[config.mk]
export PLATFORM = sky130hd
export DESIGN_NAME = mem_bus_arbiter_flat
export DESIGN_NICKNAME = d
export VERILOG_FILES = /design/src/rtl/mem_bus_arbiter_pkg.sv /design/src/rtl/mem_bus_arbiter_if.sv /design/src/rtl/mem_bus_arbiter_pick.sv /design/src/rtl/mem_bus_arbiter.sv /design/src/flat_wrapper.sv
export SDC_FILE = /design/constraint.sdc
export NUM_CORES = 1
export LEC_CHECK = 0
export BUFFER_PORTS_ARGS = -buffer_cell sky130_fd_sc_hd__buf_4
export CAP_MARGIN = 10
export CORE_AREA = 2 2 105 107
export CTS_BUF_LIST = sky130_fd_sc_hd__clkbuf_8 sky130_fd_sc_hd__clkbuf_16
export DETAILED_ROUTE_END_ITERATION = 10
export DIE_AREA = 0 0 107 109
export SLEW_MARGIN = 40
export SYNTH_ARGS = -nofsm -noshare
export SYNTH_HDL_FRONTEND = slang
export SYNTH_HIERARCHICAL = 1
export SYNTH_SLANG_ARGS = --single-unit
export TNS_END_PERCENT = 50
[constraint.sdc]
create_clock -name clk -period 2.2 [get_ports clk]
set_clock_uncertainty 0.1 [all_clocks]
set_input_delay 0 -clock clk [delete_from_list [all_inputs] [get_ports clk]]
set_output_delay 0 -clock clk [all_outputs]
set_load 0.005 [all_outputs]
[src/rtl/mem_bus_arbiter_pkg.sv]
// Shared state and grant encodings for the instruction/data memory-port arbiter.
package mem_bus_arbiter_pkg;

  typedef enum logic [1:0] {
    MEMARB_IDLE   = 2'd0,
    MEMARB_BUSY_I = 2'd1,
    MEMARB_BUSY_D = 2'd2
  } memarb_state_e;

  localparam logic GRANT_I = 1'b0;
  localparam logic GRANT_D = 1'b1;

endpackage

[src/rtl/mem_bus_arbiter_if.sv]
// Fetch, data and memory-controller handshake bundle around mem_bus_arbiter.
// master: the arbiter's view; slave: pipeline stages plus memory controller.
interface mem_bus_arbiter_if;
  logic        i_start;
  logic        i_ready;
  logic [31:0] i_addr;
  logic [31:0] i_data;
  logic        i_data_valid;
  logic        d_start;
  logic        d_ready;
  logic [31:0] d_addr;
  logic        d_wen;
  logic [31:0] d_wdata;
  logic [31:0] d_data;
  logic        d_data_valid;
  logic        mem_start;
  logic        mem_ready;
  logic [31:0] mem_addr;
  logic        mem_wen;
  logic [31:0] mem_wdata;
  logic [31:0] mem_data;
  logic        mem_data_valid;

  modport master (
    input  i_start, i_addr, d_start, d_addr, d_wen, d_wdata,
           mem_ready, mem_data, mem_data_valid,
    output i_ready, i_data, i_data_valid, d_ready, d_data, d_data_valid,
           mem_start, mem_addr, mem_wen, mem_wdata
  );

  modport slave (
    output i_start, i_addr, d_start, d_addr, d_wen, d_wdata,
           mem_ready, mem_data, mem_data_valid,
    input  i_ready, i_data, i_data_valid, d_ready, d_data, d_data_valid,
           mem_start, mem_addr, mem_wen, mem_wdata
  );
endinterface

[src/rtl/mem_bus_arbiter_pick.sv]
// Pure combinational priority picker between fetch (I) and data (D) requesters.
module mem_bus_arbiter_pick (
  input  logic can_issue,
  input  logic i_start,
  input  logic d_start,
  input  logic prio_d,
  output logic i_ready,
  output logic d_ready,
  output logic grant_i,
  output logic grant_d
);

  // The low-priority ready looks at the high-priority start only, never the reverse.
  always_comb begin
    i_ready = can_issue && (!prio_d || !d_start);
    d_ready = can_issue && ( prio_d || !i_start);
    grant_i = i_start && i_ready;
    grant_d = d_start && d_ready;
  end

endmodule

[src/rtl/mem_bus_arbiter.sv]
// Shares one memory port between fetch and data stages, one transaction in flight.
// Define MEMARB_ROUND_ROBIN_EN for alternating priority; default is fixed D-over-I.
module mem_bus_arbiter
  import mem_bus_arbiter_pkg::*;
(
  input logic           clk,
  input logic           rst,
  mem_bus_arbiter_if.master bus
);

  memarb_state_e state_q, state_d;
  logic can_issue, prio_d, grant_i, grant_d, i_ready, d_ready, rsp_ok;

  always_comb can_issue = !rst && bus.mem_ready &&
                          (state_q == MEMARB_IDLE || bus.mem_data_valid);

`ifdef MEMARB_ROUND_ROBIN_EN
  logic last_grant_q, last_grant_d;

  always_comb begin
    last_grant_d = last_grant_q;
    if (grant_i)      last_grant_d = GRANT_I;
    else if (grant_d) last_grant_d = GRANT_D;
  end

  always_ff @(posedge clk) begin
    if (rst) last_grant_q <= GRANT_D;
    else     last_grant_q <= last_grant_d;
  end

  assign prio_d = (last_grant_q == GRANT_I);
`else
  // Without round-robin the last grant has no observer, so it is not kept.
  assign prio_d = 1'b1;
`endif

  mem_bus_arbiter_pick u_pick (
    .can_issue (can_issue),
    .i_start   (bus.i_start),
    .d_start   (bus.d_start),
    .prio_d    (prio_d),
    .i_ready   (i_ready),
    .d_ready   (d_ready),
    .grant_i   (grant_i),
    .grant_d   (grant_d)
  );

  always_comb begin
    state_d = state_q;
    if (grant_i)
      state_d = MEMARB_BUSY_I;
    else if (grant_d)
      state_d = MEMARB_BUSY_D;
    else if (bus.mem_data_valid && state_q != MEMARB_IDLE)
      state_d = MEMARB_IDLE;
  end

  always_ff @(posedge clk) begin
    if (rst) state_q <= MEMARB_IDLE;
    else     state_q <= state_d;
  end

  // Responses are gated by rst so nothing leaks while the state register is being cleared.
  always_comb rsp_ok = !rst && bus.mem_data_valid;

  always_comb begin
    bus.i_ready      = i_ready;
    bus.d_ready      = d_ready;
    bus.mem_start    = grant_i || grant_d;
    bus.mem_addr     = '0;
    bus.mem_wen      = 1'b0;
    bus.mem_wdata    = '0;
    if (grant_d) begin
      bus.mem_addr  = bus.d_addr;
      bus.mem_wen   = bus.d_wen;
      bus.mem_wdata = bus.d_wdata;
    end else if (grant_i) begin
      bus.mem_addr  = bus.i_addr;
    end
    bus.i_data_valid = rsp_ok && (state_q == MEMARB_BUSY_I);
    bus.d_data_valid = rsp_ok && (state_q == MEMARB_BUSY_D);
    bus.i_data       = bus.i_data_valid ? bus.mem_data : '0;
    bus.d_data       = bus.d_data_valid ? bus.mem_data : '0;
  end

endmodule

[src/flat_wrapper.sv]
// flat-port wrapper written by rule: the top's interface ports become plain ports
module mem_bus_arbiter_flat import mem_bus_arbiter_pkg::*;
  (clk, rst, bus_i_start, bus_i_addr, bus_d_start, bus_d_addr, bus_d_wen, bus_d_wdata, bus_mem_ready, bus_mem_data, bus_mem_data_valid, bus_i_ready, bus_i_data, bus_i_data_valid, bus_d_ready, bus_d_data, bus_d_data_valid, bus_mem_start, bus_mem_addr, bus_mem_wen, bus_mem_wdata);
  mem_bus_arbiter_if bus_i ();
  input logic clk;
  input logic rst;
  input wire logic [$bits(bus_i.i_start)-1:0] bus_i_start;
  input wire logic [$bits(bus_i.i_addr)-1:0] bus_i_addr;
  input wire logic [$bits(bus_i.d_start)-1:0] bus_d_start;
  input wire logic [$bits(bus_i.d_addr)-1:0] bus_d_addr;
  input wire logic [$bits(bus_i.d_wen)-1:0] bus_d_wen;
  input wire logic [$bits(bus_i.d_wdata)-1:0] bus_d_wdata;
  input wire logic [$bits(bus_i.mem_ready)-1:0] bus_mem_ready;
  input wire logic [$bits(bus_i.mem_data)-1:0] bus_mem_data;
  input wire logic [$bits(bus_i.mem_data_valid)-1:0] bus_mem_data_valid;
  output wire logic [$bits(bus_i.i_ready)-1:0] bus_i_ready;
  output wire logic [$bits(bus_i.i_data)-1:0] bus_i_data;
  output wire logic [$bits(bus_i.i_data_valid)-1:0] bus_i_data_valid;
  output wire logic [$bits(bus_i.d_ready)-1:0] bus_d_ready;
  output wire logic [$bits(bus_i.d_data)-1:0] bus_d_data;
  output wire logic [$bits(bus_i.d_data_valid)-1:0] bus_d_data_valid;
  output wire logic [$bits(bus_i.mem_start)-1:0] bus_mem_start;
  output wire logic [$bits(bus_i.mem_addr)-1:0] bus_mem_addr;
  output wire logic [$bits(bus_i.mem_wen)-1:0] bus_mem_wen;
  output wire logic [$bits(bus_i.mem_wdata)-1:0] bus_mem_wdata;
  assign bus_i.i_start = bus_i_start;
  assign bus_i.i_addr = bus_i_addr;
  assign bus_i.d_start = bus_d_start;
  assign bus_i.d_addr = bus_d_addr;
  assign bus_i.d_wen = bus_d_wen;
  assign bus_i.d_wdata = bus_d_wdata;
  assign bus_i.mem_ready = bus_mem_ready;
  assign bus_i.mem_data = bus_mem_data;
  assign bus_i.mem_data_valid = bus_mem_data_valid;
  assign bus_i_ready = bus_i.i_ready;
  assign bus_i_data = bus_i.i_data;
  assign bus_i_data_valid = bus_i.i_data_valid;
  assign bus_d_ready = bus_i.d_ready;
  assign bus_d_data = bus_i.d_data;
  assign bus_d_data_valid = bus_i.d_data_valid;
  assign bus_mem_start = bus_i.mem_start;
  assign bus_mem_addr = bus_i.mem_addr;
  assign bus_mem_wen = bus_i.mem_wen;
  assign bus_mem_wdata = bus_i.mem_wdata;
  mem_bus_arbiter u_core (.clk(clk), .rst(rst), .bus(bus_i));
endmodule
==> results.ini, run 1 <==
[layout]
footprint_of_the_multi_input_gates_um2 = 1040
antennaDiodeCount = 0
layout-area-overhead-vs-synth_pct = 177
largest_registers = u_core/state_q x2
post_route_cells_drive_above_1_share = 0.655
fin_area_um2 = 3390
fillCellCount = 1113
final_nets = 569
register_with_the_most_flip_flops = u_core/state_q
largest_register_ff_count = 2
regArea_um2 = 40.0

[timing]
final-hold-violation-count = 0
final_max_slew_viol_count = 0
hold_ws_ns = 0.0293
finalWorstSetupSlack_ns = 0.0671
totalNegativeSetupSlack_ns = 0
fmax_mhz = 469
post-route-min-period_ns = 2.13
rsz0062_at_grt = no
finalSetupViolations = 0
final_min_period_over_clock_period = 0.969

[yosys]
synth.distinct_cells = 24
synth.avg_cell_area_um2 = 6.92
synth_top_area_share = 0.332
flops_latches_synth = 2
ys_seq_area_frac = 0.0327
netlist_area_um2 = 1220
synthCells = 177
ys_warn_count = 6
yosys.area.top_type = sky130_fd_sc_hd__and3_1
biggest_area_contributors_in_the_synthesized_netlist = sky130_fd_sc_hd__and3_1 33%, sky130_fd_sc_hd__a22o_1 23%, sky130_fd_sc_hd__and2_1 19%, sky130_fd_sc_hd__buf_4 4.3%, sky130_fd_sc_hd__dfxtp_1 3.3%

[setup_path]
reg2reg_setup_slack_ns = 0.10
crit_path_frequent_cell = sky130_fd_sc_hd__dlygate4sd3_1
crit_path_max_incr_delay_ns = 0.58
timing.critical_path.slowest_stage_cell = sky130_fd_sc_hd__dlygate4sd3_1
critical_path.startpoint_type = input port
timing.critical_path.fanout_max = 6
rr_endpoint = u_core/state_q[0]$_SDFFE_PP0P_
r2r.worst_path.cells = 6
critical-path-top-delay-family = buffers and inverters
timing.critical_path.to_type = flop
worst_setup_path_startpoint = rst
cp_num_buf_inv = 3
worst_r2r_startpoint = u_core/state_q[0]$_SDFFE_PP0P_
worst-endpoint-required_ns = 2.24
crit_arrival_ns = 2.18
crit_chain = dlygate4sd3_1 -> buf_4 -> and3b_1 -> and3_4 -> or3b_1 -> a21oi_1 -> dlygate4sd3_1
criticalPathCategory = input port to flop

[hold_path]
worst_hold_path.num_cells = 3
hold_path.class = input port to flop
min_from = bus_mem_data_valid
worstHoldEndpoint = u_core/state_q[1]$_SDFFE_PP0P_

[power_and_ir_drop]
total_switching_power_uw = 157
cellLeakagePower_nw = 2.12
cell_internal_pwr_uw = 407
share_clk_of_total_power = 0.255
p_comb_frac = 0.676
p_sw_frac = 0.278
pwr_density_cell_nw_per_um2 = 166
max-vdd-ir-drop_v = 0.000161
pwr-share-seq = 0.069

[die]
coreArea_um2 = 10600
chipHeight_um = 109
num_io_pins = 269
die_x_um = 107
num_rows = 38
dieArea_um2 = 11700
floorplan.initialDensity = 0.116

[job]
maxCapViolCount = 0

[placement]
preCtsSetupSlack_ns = 0.398
postPlaceCellArea_um2 = 3320
gpl_wtd_cong = 0.760
io_buffers = 268
dpl.hpwl_mm = 6.45

[routing]
drc = 0
detailedRoute.firstIterationViolations = 106
detailedRoute.firstPassIterationCount = 4
wire_length_reported_by_the_detailed_router_mm = 7.65
post_drt_via_cell_ratio = 4.11
post_drt_wl_per_cell_um = 13.4
routed_via_count = 2351
postRouteAntennaNets = 0

[grt]
gr-usage-all-layers = 0.112
global_route_wire_length_before_repair_mm = 10.4
antenna_found_initial = 0
number_of_global_route_vias_before_repair = 2117
grt_start_max_net_pins = 67
overflow = 0

[clocking]
cts_max_level = 1
cts.path.max_buffers = 2
clockRootBuffer = sky130_fd_sc_hd__clkbuf_8
tritoncts.num_buffers = 3
clock_latency_on_the_worst_skew_pair_ns = 0.21
clk_pin_slew_ns = 0.03
post-cts-setup-buffers = 0
tritoncts_num_sinks = 2
cts_tree = built

[run_status]
run_status = completed

==> worst max-delay path by stage <==
| stage | cells past startpoint | slack (ns) | end |
|---|---|---|---|
| floorplan | 8 | 0.61 | bus_mem_addr[10] |
| global route | 7 | 0.02 | u_core/state_q[0]$_SDFFE_PP0P_ |
| finish | 7 | 0.07 | u_core/state_q[0]$_SDFFE_PP0P_ |
| detailed placement | 8 | 0.40 | bus_mem_addr[4] |
| CTS | 7 | 0.06 | u_core/state_q[0]$_SDFFE_PP0P_ |
| global placement | 8 | 0.51 | bus_mem_addr[4] |
==> cells in the mapped netlist <==
cell	instances
sky130_fd_sc_hd__and3_1	65
sky130_fd_sc_hd__and2_1	37
sky130_fd_sc_hd__a22o_1	32
sky130_fd_sc_hd__buf_4	7
sky130_fd_sc_hd__clkbuf_2	7
sky130_fd_sc_hd__buf_2	5
sky130_fd_sc_hd__clkbuf_1	4
sky130_fd_sc_hd__and2b_1	2
sky130_fd_sc_hd__buf_6	2
sky130_fd_sc_hd__dfxtp_1	2
sky130_fd_sc_hd__a21boi_2	1
sky130_fd_sc_hd__a21oi_1	1
sky130_fd_sc_hd__and3b_1	1
sky130_fd_sc_hd__conb_1	1
sky130_fd_sc_hd__inv_1	1
sky130_fd_sc_hd__nand2b_1	1
sky130_fd_sc_hd__nor2_1	1
sky130_fd_sc_hd__nor2b_1	1
sky130_fd_sc_hd__nor2b_2	1
sky130_fd_sc_hd__nor2b_4	1
sky130_fd_sc_hd__o21a_1	1
sky130_fd_sc_hd__o21bai_1	1
sky130_fd_sc_hd__or2_2	1
sky130_fd_sc_hd__or3b_1	1
==> layout by cell type, fill, tap and decap left out, types with 2 or more instances in the layout <==
cell,n
sky130_fd_sc_hd__dlygate4sd3_1,2
sky130_fd_sc_hd__and2_1,36
sky130_fd_sc_hd__and3_1,64
sky130_fd_sc_hd__and2b_1,2
sky130_fd_sc_hd__a22o_1,32
sky130_fd_sc_hd__dfxtp_1,2
sky130_fd_sc_hd__conb_1,2
sky130_fd_sc_hd__buf_4,273
sky130_fd_sc_hd__clkbuf_8,3
==> layout make-up <==
cell class                      instances  area share
Timing Repair Buffer                  276       0.616
Multi-Input combinational cell        150       0.307
Tap cell                              140      0.0516
Clock buffer                            3      0.0122
Sequential cell                         2      0.0118
Inverter                                1     0.00111
==> through the flow <==
step	power, mW	util	cells
finish	0.563	0.320	572
global route	0.605	0.320	572
CTS	0.569	0.319	572
detailed placement	0.417	0.314	567
global placement	0.410	0.314	567
floorplan	0.143	-	178
==> power by group through the flow <==
stage                     combinational, mW  sequential [mW]  clock, mW
after floorplan                       0.104           0.0389          0
after global placement                0.371           0.0390          0
after detailed placement              0.378           0.0391          0
after CTS                             0.381           0.0387      0.149
after global routing                  0.410           0.0389      0.156
final                                 0.381           0.0387      0.144
==> per-layer routing <==
metal,routed length (um),part of all wire,vias to the layer above,global-route usage
met5,0,0,-,0
met4,103,0.013,0,0.0306
met3,799,0.10,10,0.0311
met2,4080,0.53,147,0.224
met1,2670,0.35,1045,0.112
li1,-,-,1149,-
==> worst min-delay path: stages <==
cell and delay (ns):
sky130_fd_sc_hd__buf_4 0.09, sky130_fd_sc_hd__nor2b_1 0.04, sky130_fd_sc_hd__o21a_1 0.15
==> cells by family (layout without fill, tap and decap cells) <==
| group | count (synthesis) | in the layout | share of synthesized area |
|---|---|---|---|
| other | 1 | 2 | 0.00306 |
| DFF | 2 | 2 | 0.0327 |
| AOI/OAI and AO/OA | 36 | 36 | 0.254 |
| and+or+nand+nor | 112 | 112 | 0.584 |
| buffers and inverters | 26 | 280 | 0.126 |
==> what timing repair did <==
item | 4_1_cts | 5_1_grt
resized for setup | 0 | 2
hold endpoints to repair | 2 | 0
hold buffers | 2 | 0
endpoints found under the setup margin | 0 | 2
Power figures use the tool's default switching activity.
==> inputs of run 2 (changes only) <==
SETUP_SLACK_MARGIN = 0.1   (was unset)
==> run 2 against run 1 <==
Against the previous run: sequential power about the same; design area rose by 0.48%; non-clock buffer count unchanged; die area did not move; critical path type is now flop to output port; highest routed layer unchanged.
==> results.ini, run 2 (same netlist as run 1, synthesis figures left out) <==
[run_status]
run_status = completed

[layout]
post_route_cells_drive_above_1_share = 0.657  ; +0.00231
largest_register_ff_count = 2  ; unchanged
layout-area-overhead-vs-synth_pct = 178
fin_area_um2 = 3410  ; +0.48%
register_with_the_most_flip_flops = u_core/state_q
mostFrequentLayoutCell = sky130_fd_sc_hd__buf_4
antennaDiodeCount = 0  ; unchanged
largest_registers = u_core/state_q x2
layout.cells.most_common_list = 273 x sky130_fd_sc_hd__buf_4, 64 x sky130_fd_sc_hd__and3_1, 36 x sky130_fd_sc_hd__and2_1
instances_no_fill = 572  ; unchanged
final_nets = 569  ; unchanged

[die]
num_rows = 38  ; unchanged
floorplan.initialDensity = 0.116  ; unchanged
dieArea_um2 = 11700  ; unchanged
coreArea_um2 = 10600  ; unchanged
chipHeight_um = 109  ; unchanged
num_io_pins = 269  ; unchanged
die_x_um = 107  ; unchanged

[setup_path]
timing.critical_path.fanout_max = 16  ; +10
criticalPathCategory = flop to output port
r2r.worst_path.cells = 5  ; -1
reg2reg_setup_slack_ns = 0.62  ; +0.52 ns
worst_r2r_startpoint = u_core/state_q[0]$_SDFFE_PP0P_
critical_path.startpoint_type = flop
timing.critical_path.to_type = output port
crit_arrival_ns = 1.84  ; -0.34 ns
rr_endpoint = u_core/state_q[0]$_SDFFE_PP0P_
worst-endpoint-required_ns = 2.10  ; -0.14 ns

[power_and_ir_drop]
pwr_density_cell_nw_per_um2 = 166  ; about the same
fin_total_pwr_uw = 566  ; +0.55%
max-vdd-ir-drop_v = 0.000161  ; about the same
cellLeakagePower_nw = 2.13  ; +0.29%

[job]
maxCapViolCount = 0  ; unchanged

[clocking]
tritoncts.num_buffers = 3  ; unchanged
cts_tree = built
tritoncts_num_sinks = 2  ; unchanged
clock_latency_on_the_worst_skew_pair_ns = 0.21  ; about the same
clockRootBuffer = sky130_fd_sc_hd__clkbuf_8
cts_max_level = 1  ; unchanged
cts.path.max_buffers = 2  ; unchanged
clk_pin_slew_ns = 0.03  ; about the same

[timing]
final-hold-violation-count = 0  ; unchanged
fmax_mhz = 516  ; +10%
finalSetupViolations = 0  ; unchanged
final_min_period_over_clock_period = 0.881  ; -0.0880
post-route-min-period_ns = 1.94  ; -0.194 ns
totalNegativeSetupSlack_ns = 0  ; unchanged
rsz0062_at_grt = no
final_max_slew_viol_count = 0  ; unchanged

[hold_path]
hold_path.class = input port to flop
worstHoldEndpoint = u_core/state_q[0]$_SDFFE_PP0P_
worst_hold_path.num_cells = 3  ; unchanged
min_from = bus_mem_data_valid

[grt]
global_route_wire_length_before_repair_mm = 10.4  ; -0.20%
overflow = 0  ; unchanged
grt_start_max_net_pins = 67  ; unchanged
gr-usage-all-layers = 0.112  ; -0.000125
number_of_global_route_vias_before_repair = 2111  ; -0.28%
antenna_found_initial = 0  ; unchanged

[placement]
gpl_wtd_cong = 0.760  ; unchanged
postPlaceCellArea_um2 = 3320  ; unchanged
dp_cells = 567  ; unchanged
dpl.hpwl_mm = 6.45  ; unchanged
io_buffers = 268  ; unchanged

[routing]
detailedRoute.firstPassIterationCount = 4  ; unchanged
post_drt_wl_per_cell_um = 13.5  ; +1.2%
drc = 0  ; unchanged
detailedRoute.firstIterationViolations = 101  ; -4.7%
postRouteAntennaNets = 0  ; unchanged
post_drt_via_cell_ratio = 4.12  ; +0.17%
routed_via_count = 2355  ; +0.17%
wire_length_reported_by_the_detailed_router_mm = 7.74  ; +1.2%

## run 2: timing repair
item,CTS,global route
endpoints found under the setup margin,0,6
buffers inserted,0,0
gates resized for setup,0,2
hold endpoints to repair,2,0
hold buffers,1,0
## run 2: worst max-delay path by stage
stage          slack [ns]               end  cells after the start                           start
2_1_floorplan        0.61  bus_mem_addr[10]                      8  u_core/state_q[0]$_SDFFE_PP0P_
3_3_place_gp         0.51   bus_mem_addr[4]                      8  u_core/state_q[0]$_SDFFE_PP0P_
3_5_place_dp         0.40   bus_mem_addr[4]                      8  u_core/state_q[0]$_SDFFE_PP0P_
4_1_cts              0.17   bus_mem_addr[4]                      8  u_core/state_q[0]$_SDFFE_PP0P_
5_1_grt              0.13   bus_mem_addr[4]                      8  u_core/state_q[0]$_SDFFE_PP0P_
6_report             0.26   bus_mem_addr[4]                      8  u_core/state_q[0]$_SDFFE_PP0P_
## run 2: cell type report
class / count / area (um^2)
fill: 1111 / 7190
timing repair buffer: 276 / 2100
multi-input combinational: 150 / 1040
tap: 140 / 175
clock buffer: 3 / 41.3
sequential: 2 / 40.0
inverter: 1 / 3.75
## run 2: metal layers
metal  share of wire  up-vias  track usage  routed length (um)
li1                -     1149            -                   -
met1            0.34     1051        0.111                2650
met2            0.54      145        0.224                4150
met3            0.11       10       0.0323                 834
met4           0.013        0       0.0306                 103
met5               0        -            0                   0
## run 2: where the power goes
part           switching, mW  internal, mW  total, mW  leakage (nW)
clock                 0.0281         0.116      0.144        0.0216
combinational          0.128         0.255      0.384          2.09
sequential          0.000933        0.0378     0.0387        0.0163
total                  0.157         0.409      0.566          2.13
## run 2: per-stage QoR
step,util,worst slack [ns],hold WS [ns]
final,0.321,0.261,0.00239
after global routing,0.321,0.132,0.00951
after CTS,0.318,0.169,0.00168
after detailed placement,0.314,0.398,0.114
after global placement,0.314,0.510,0.113
after floorplan,-,0.611,-0.0633
## run 2: critical path: stages (launching register included)
cell	delay [ns]
sky130_fd_sc_hd__dfxtp_1	0.31
sky130_fd_sc_hd__o21bai_1	0.12
sky130_fd_sc_hd__and3b_1	0.20
sky130_fd_sc_hd__a21boi_2	0.19
sky130_fd_sc_hd__and2_4	0.18
sky130_fd_sc_hd__nor2b_4	0.19
sky130_fd_sc_hd__buf_12	0.16
sky130_fd_sc_hd__a22o_1	0.15
sky130_fd_sc_hd__buf_4	0.12
==> inputs of run 3 (changes only) <==
ABC_AREA = 1   (was unset)
CORE_AREA = 2 2 104 106   (was 2 2 105 107)
DIE_AREA = 0 0 106 108   (was 0 0 107 109)
==> run 3 against run 2 <==
Against the previous run: area after synthesis increased by 11%; design area increased by 3.7%; die area decreased by 1.8%; critical endpoint is now bus_mem_addr[0].
==> results.ini, run 3 <==
[run_status]
run_status = completed

[setup_path]
worst_setup_path_startpoint = rst
timing.critical_path.fanout_max = 65  ; +49
criticalPathCategory = input port to output port
worstSetupPathDepth = 11  ; +3
timing.critical_path.to_type = output port
worst-endpoint-required_ns = 2.10  ; about the same
timing.critical_path.slowest_stage_cell = sky130_fd_sc_hd__dlygate4sd3_1
worst_r2r_startpoint = u_core/state_q[1]$_SDFFE_PP0P_
crit_path_frequent_cell = sky130_fd_sc_hd__nand2_1
critical-path-top-delay-family = buffers and inverters
crit_path_max_incr_delay_ns = 0.53  ; +0.22 ns
critical_path.startpoint_type = input port
cp_num_buf_inv = 5  ; +3
crit_arrival_ns = 1.79  ; -0.05 ns
r2r.worst_path.cells = 9  ; +4
crit_path_end = bus_mem_addr[0]
crit_chain = dlygate4sd3_1 -> buf_4 -> inv_1 -> nand2_1 -> a21oi_2 -> nand2_2 -> nor2_4 -> buf_12 -> nand2_1 -> nand2_1 -> buf_4
reg2reg_setup_slack_ns = 0.63  ; about the same
rr_endpoint = u_core/state_q[1]$_SDFFE_PP0P_

[routing]
drc = 0  ; unchanged
detailedRoute.firstPassIterationCount = 4  ; unchanged
post_drt_wl_per_cell_um = 10.3  ; -23%
detailedRoute.firstIterationViolations = 156  ; +54%
postRouteAntennaNets = 0  ; unchanged
post_drt_via_cell_ratio = 3.83  ; -6.9%
wire_length_reported_by_the_detailed_router_mm = 7.31  ; -5.5%
routed_via_count = 2705  ; +15%

[yosys]
ys_seq_area_frac = 0.0293  ; -0.00336
flops_latches_synth = 2  ; unchanged
ys_warn_count = 6  ; unchanged
netlist_area_um2 = 1370  ; +11%
yosys.area.top_type = sky130_fd_sc_hd__nand2_1
synthArstFlopShare = 0  ; unchanged
ranking_of_synthesized_cells_by_instance_count = 104 x sky130_fd_sc_hd__nand2_1, 76 x sky130_fd_sc_hd__inv_1, 65 x sky130_fd_sc_hd__nor2_1
synth_enable_flop_cells = 0  ; unchanged
yosys_most_used_dff = sky130_fd_sc_hd__dfxtp_1
synth_top_area_share = 0.286  ; -0.0460
synthMostInstantiatedCell = sky130_fd_sc_hd__nand2_1
synthCells = 312  ; +76%
biggest_area_contributors_in_the_synthesized_netlist = sky130_fd_sc_hd__nand2_1 29%, sky130_fd_sc_hd__inv_1 21%, sky130_fd_sc_hd__nor2_1 18%, sky130_fd_sc_hd__nand3_1 12%, sky130_fd_sc_hd__buf_6 4.9%
synth.distinct_cells = 16  ; -33%
synth.avg_cell_area_um2 = 4.38  ; -37%

[layout]
instances_no_fill = 706  ; +23%
largest_registers = u_core/state_q x2
register_with_the_most_flip_flops = u_core/state_q
antennaDiodeCount = 0  ; unchanged
layout.cells.most_common_list = 269 x sky130_fd_sc_hd__buf_4, 104 x sky130_fd_sc_hd__nand2_1, 76 x sky130_fd_sc_hd__inv_1
layout-area-overhead-vs-synth_pct = 159
largest_register_ff_count = 2  ; unchanged
mostFrequentLayoutCell = sky130_fd_sc_hd__buf_4
post_route_cells_drive_above_1_share = 0.500  ; -0.157
fillCellCount = 1071  ; -3.6%
final_nets = 707  ; +24%

[die]
num_io_pins = 269  ; unchanged
die_x_um = 106  ; -0.93%
floorplan.initialDensity = 0.133  ; +0.0179
num_rows = 37  ; -2.6%
dieArea_um2 = 11400  ; -1.8%
chipHeight_um = 108  ; -0.92%
coreArea_um2 = 10200  ; -3.5%

[clocking]
clock_latency_on_the_worst_skew_pair_ns = 0.20  ; about the same
cts_tree = built
cts.path.max_buffers = 2  ; unchanged
clockRootBuffer = sky130_fd_sc_hd__clkbuf_8
tritoncts.num_buffers = 3  ; unchanged
tritoncts_num_sinks = 2  ; unchanged
post-cts-setup-buffers = 0  ; unchanged
cts_max_level = 1  ; unchanged

[timing]
rsz0062_at_grt = no
fmax_mhz = 528  ; +2.5%
totalNegativeSetupSlack_ns = 0  ; unchanged
final-hold-violation-count = 0  ; unchanged
final_min_period_over_clock_period = 0.860  ; -0.0212
final_max_slew_viol_count = 0  ; unchanged
post-route-min-period_ns = 1.89  ; -0.0467 ns
finalSetupViolations = 0  ; unchanged

[job]
maxCapViolCount = 0  ; unchanged

[placement]
io_buffers = 268  ; unchanged
dpl.hpwl_mm = 6.22  ; -3.6%
gpl_wtd_cong = 0.795  ; +4.7%
dp_cells = 701  ; +24%

[power_and_ir_drop]
pwr-share-seq = 0.070  ; +0.002
total_switching_power_uw = 167  ; +6.0%
cellLeakagePower_nw = 2.49  ; +17%
p_sw_frac = 0.297  ; +0.0185
max-vdd-ir-drop_v = 0.0000570  ; -65%
pwr_density_cell_nw_per_um2 = 159  ; -4.1%
p_comb_frac = 0.684  ; +0.006
share_clk_of_total_power = 0.246  ; -0.008
cell_internal_pwr_uw = 396  ; -3.1%

[grt]
grt_start_max_net_pins = 66  ; -1.5%
gr-usage-all-layers = 0.115  ; +0.00311
number_of_global_route_vias_before_repair = 2467  ; +17%
overflow = 0  ; unchanged
antenna_found_initial = 0  ; unchanged
global_route_wire_length_before_repair_mm = 11.0  ; +5.8%

[hold_path]
hold_path.class = input port to output port

-- run 3: area by class of cell --
cell class,count,area [um^2],share of cell area
Timing Repair Buffer,274,2090,0.592
Multi-Input combinational cell,213,898,0.254
Inverter,78,293,0.0829
Tap cell,136,170,0.0482
Clock buffer,3,41.3,0.0117
Sequential cell,2,40.0,0.0113
-- run 3: through the flow --
step / utilization / area [um^2] / hold WS (ns) / power (mW) / setup slack (ns)
floorplan: - / 1370 / -0.0309 / 0.147 / 0.764
global placement: 0.339 / 3460 / 0.108 / 0.419 / 0.550
detailed placement: 0.339 / 3460 / 0.112 / 0.423 / 0.511
CTS: 0.345 / 3530 / 0.153 / 0.570 / 0.207
global route: 0.345 / 3530 / 0.168 / 0.614 / 0.146
finish: 0.345 / 3530 / 0.152 / 0.563 / 0.307
-- run 3: kinds of logic (layout without fill, tap and decap cells) --
| family | count (synthesis) | in the layout | synth area share |
|---|---|---|---|
| AND/OR/NAND/NOR | 208 | 208 | 0.633 |
| buffers and inverters | 98 | 355 | 0.324 |
| other | 1 | 2 | 0.00275 |
| AO/OA/AOI/OAI | 3 | 3 | 0.0110 |
| flip-flops | 2 | 2 | 0.0293 |
-- run 3: power by group through the flow --
stage               Combinational, mW  Clock (mW)  Sequential, mW
floorplan                       0.108           0          0.0395
global placement                0.380           0          0.0396
detailed placement              0.384           0          0.0397
CTS                             0.388       0.142          0.0393
global route                    0.424       0.151          0.0394
finish                          0.385       0.139          0.0393
-- run 3: tightest hold or removal path, stage by stage --
cell                      delay (ns)
sky130_fd_sc_hd__buf_4          0.08
sky130_fd_sc_hd__nand2_1        0.04
sky130_fd_sc_hd__inv_1          0.04
sky130_fd_sc_hd__buf_4          0.09
-- run 3: worst min path at each step --
stage | from | endpoint | slack, ns | depth (start not counted)
3_5_place_dp | rst | u_core/state_q[0]$_SDFFE_PP0P_ | 0.11 | 2
4_1_cts | bus_d_wdata[9] | bus_mem_wdata[9] | 0.15 | 4
2_1_floorplan | rst | u_core/state_q[0]$_SDFFE_PP0P_ | -0.03 | 1
5_1_grt | bus_d_wdata[19] | bus_mem_wdata[19] | 0.17 | 4
6_report | bus_d_wdata[12] | bus_mem_wdata[12] | 0.15 | 4
3_3_place_gp | rst | u_core/state_q[0]$_SDFFE_PP0P_ | 0.11 | 2
-- run 3: layer usage --
| metal | GRT usage | vias up | wire, um | share of wire |
|---|---|---|---|---|
| met5 | 0 | - | 0 | 0 |
| met4 | 0.0310 | 0 | 55 | 0.0075 |
| met3 | 0.0217 | 2 | 756 | 0.10 |
| li1 | - | 1390 | - | - |
| met1 | 0.120 | 1159 | 2480 | 0.34 |
| met2 | 0.232 | 154 | 4020 | 0.55 |
-- run 3: repair_timing --
action | in CTS | in global routing
setup endpoints to repair | 0 | 11
endpoints found under the hold margin | 2 | 0
resized for setup | 0 | 2
hold buffers | 2 | 0
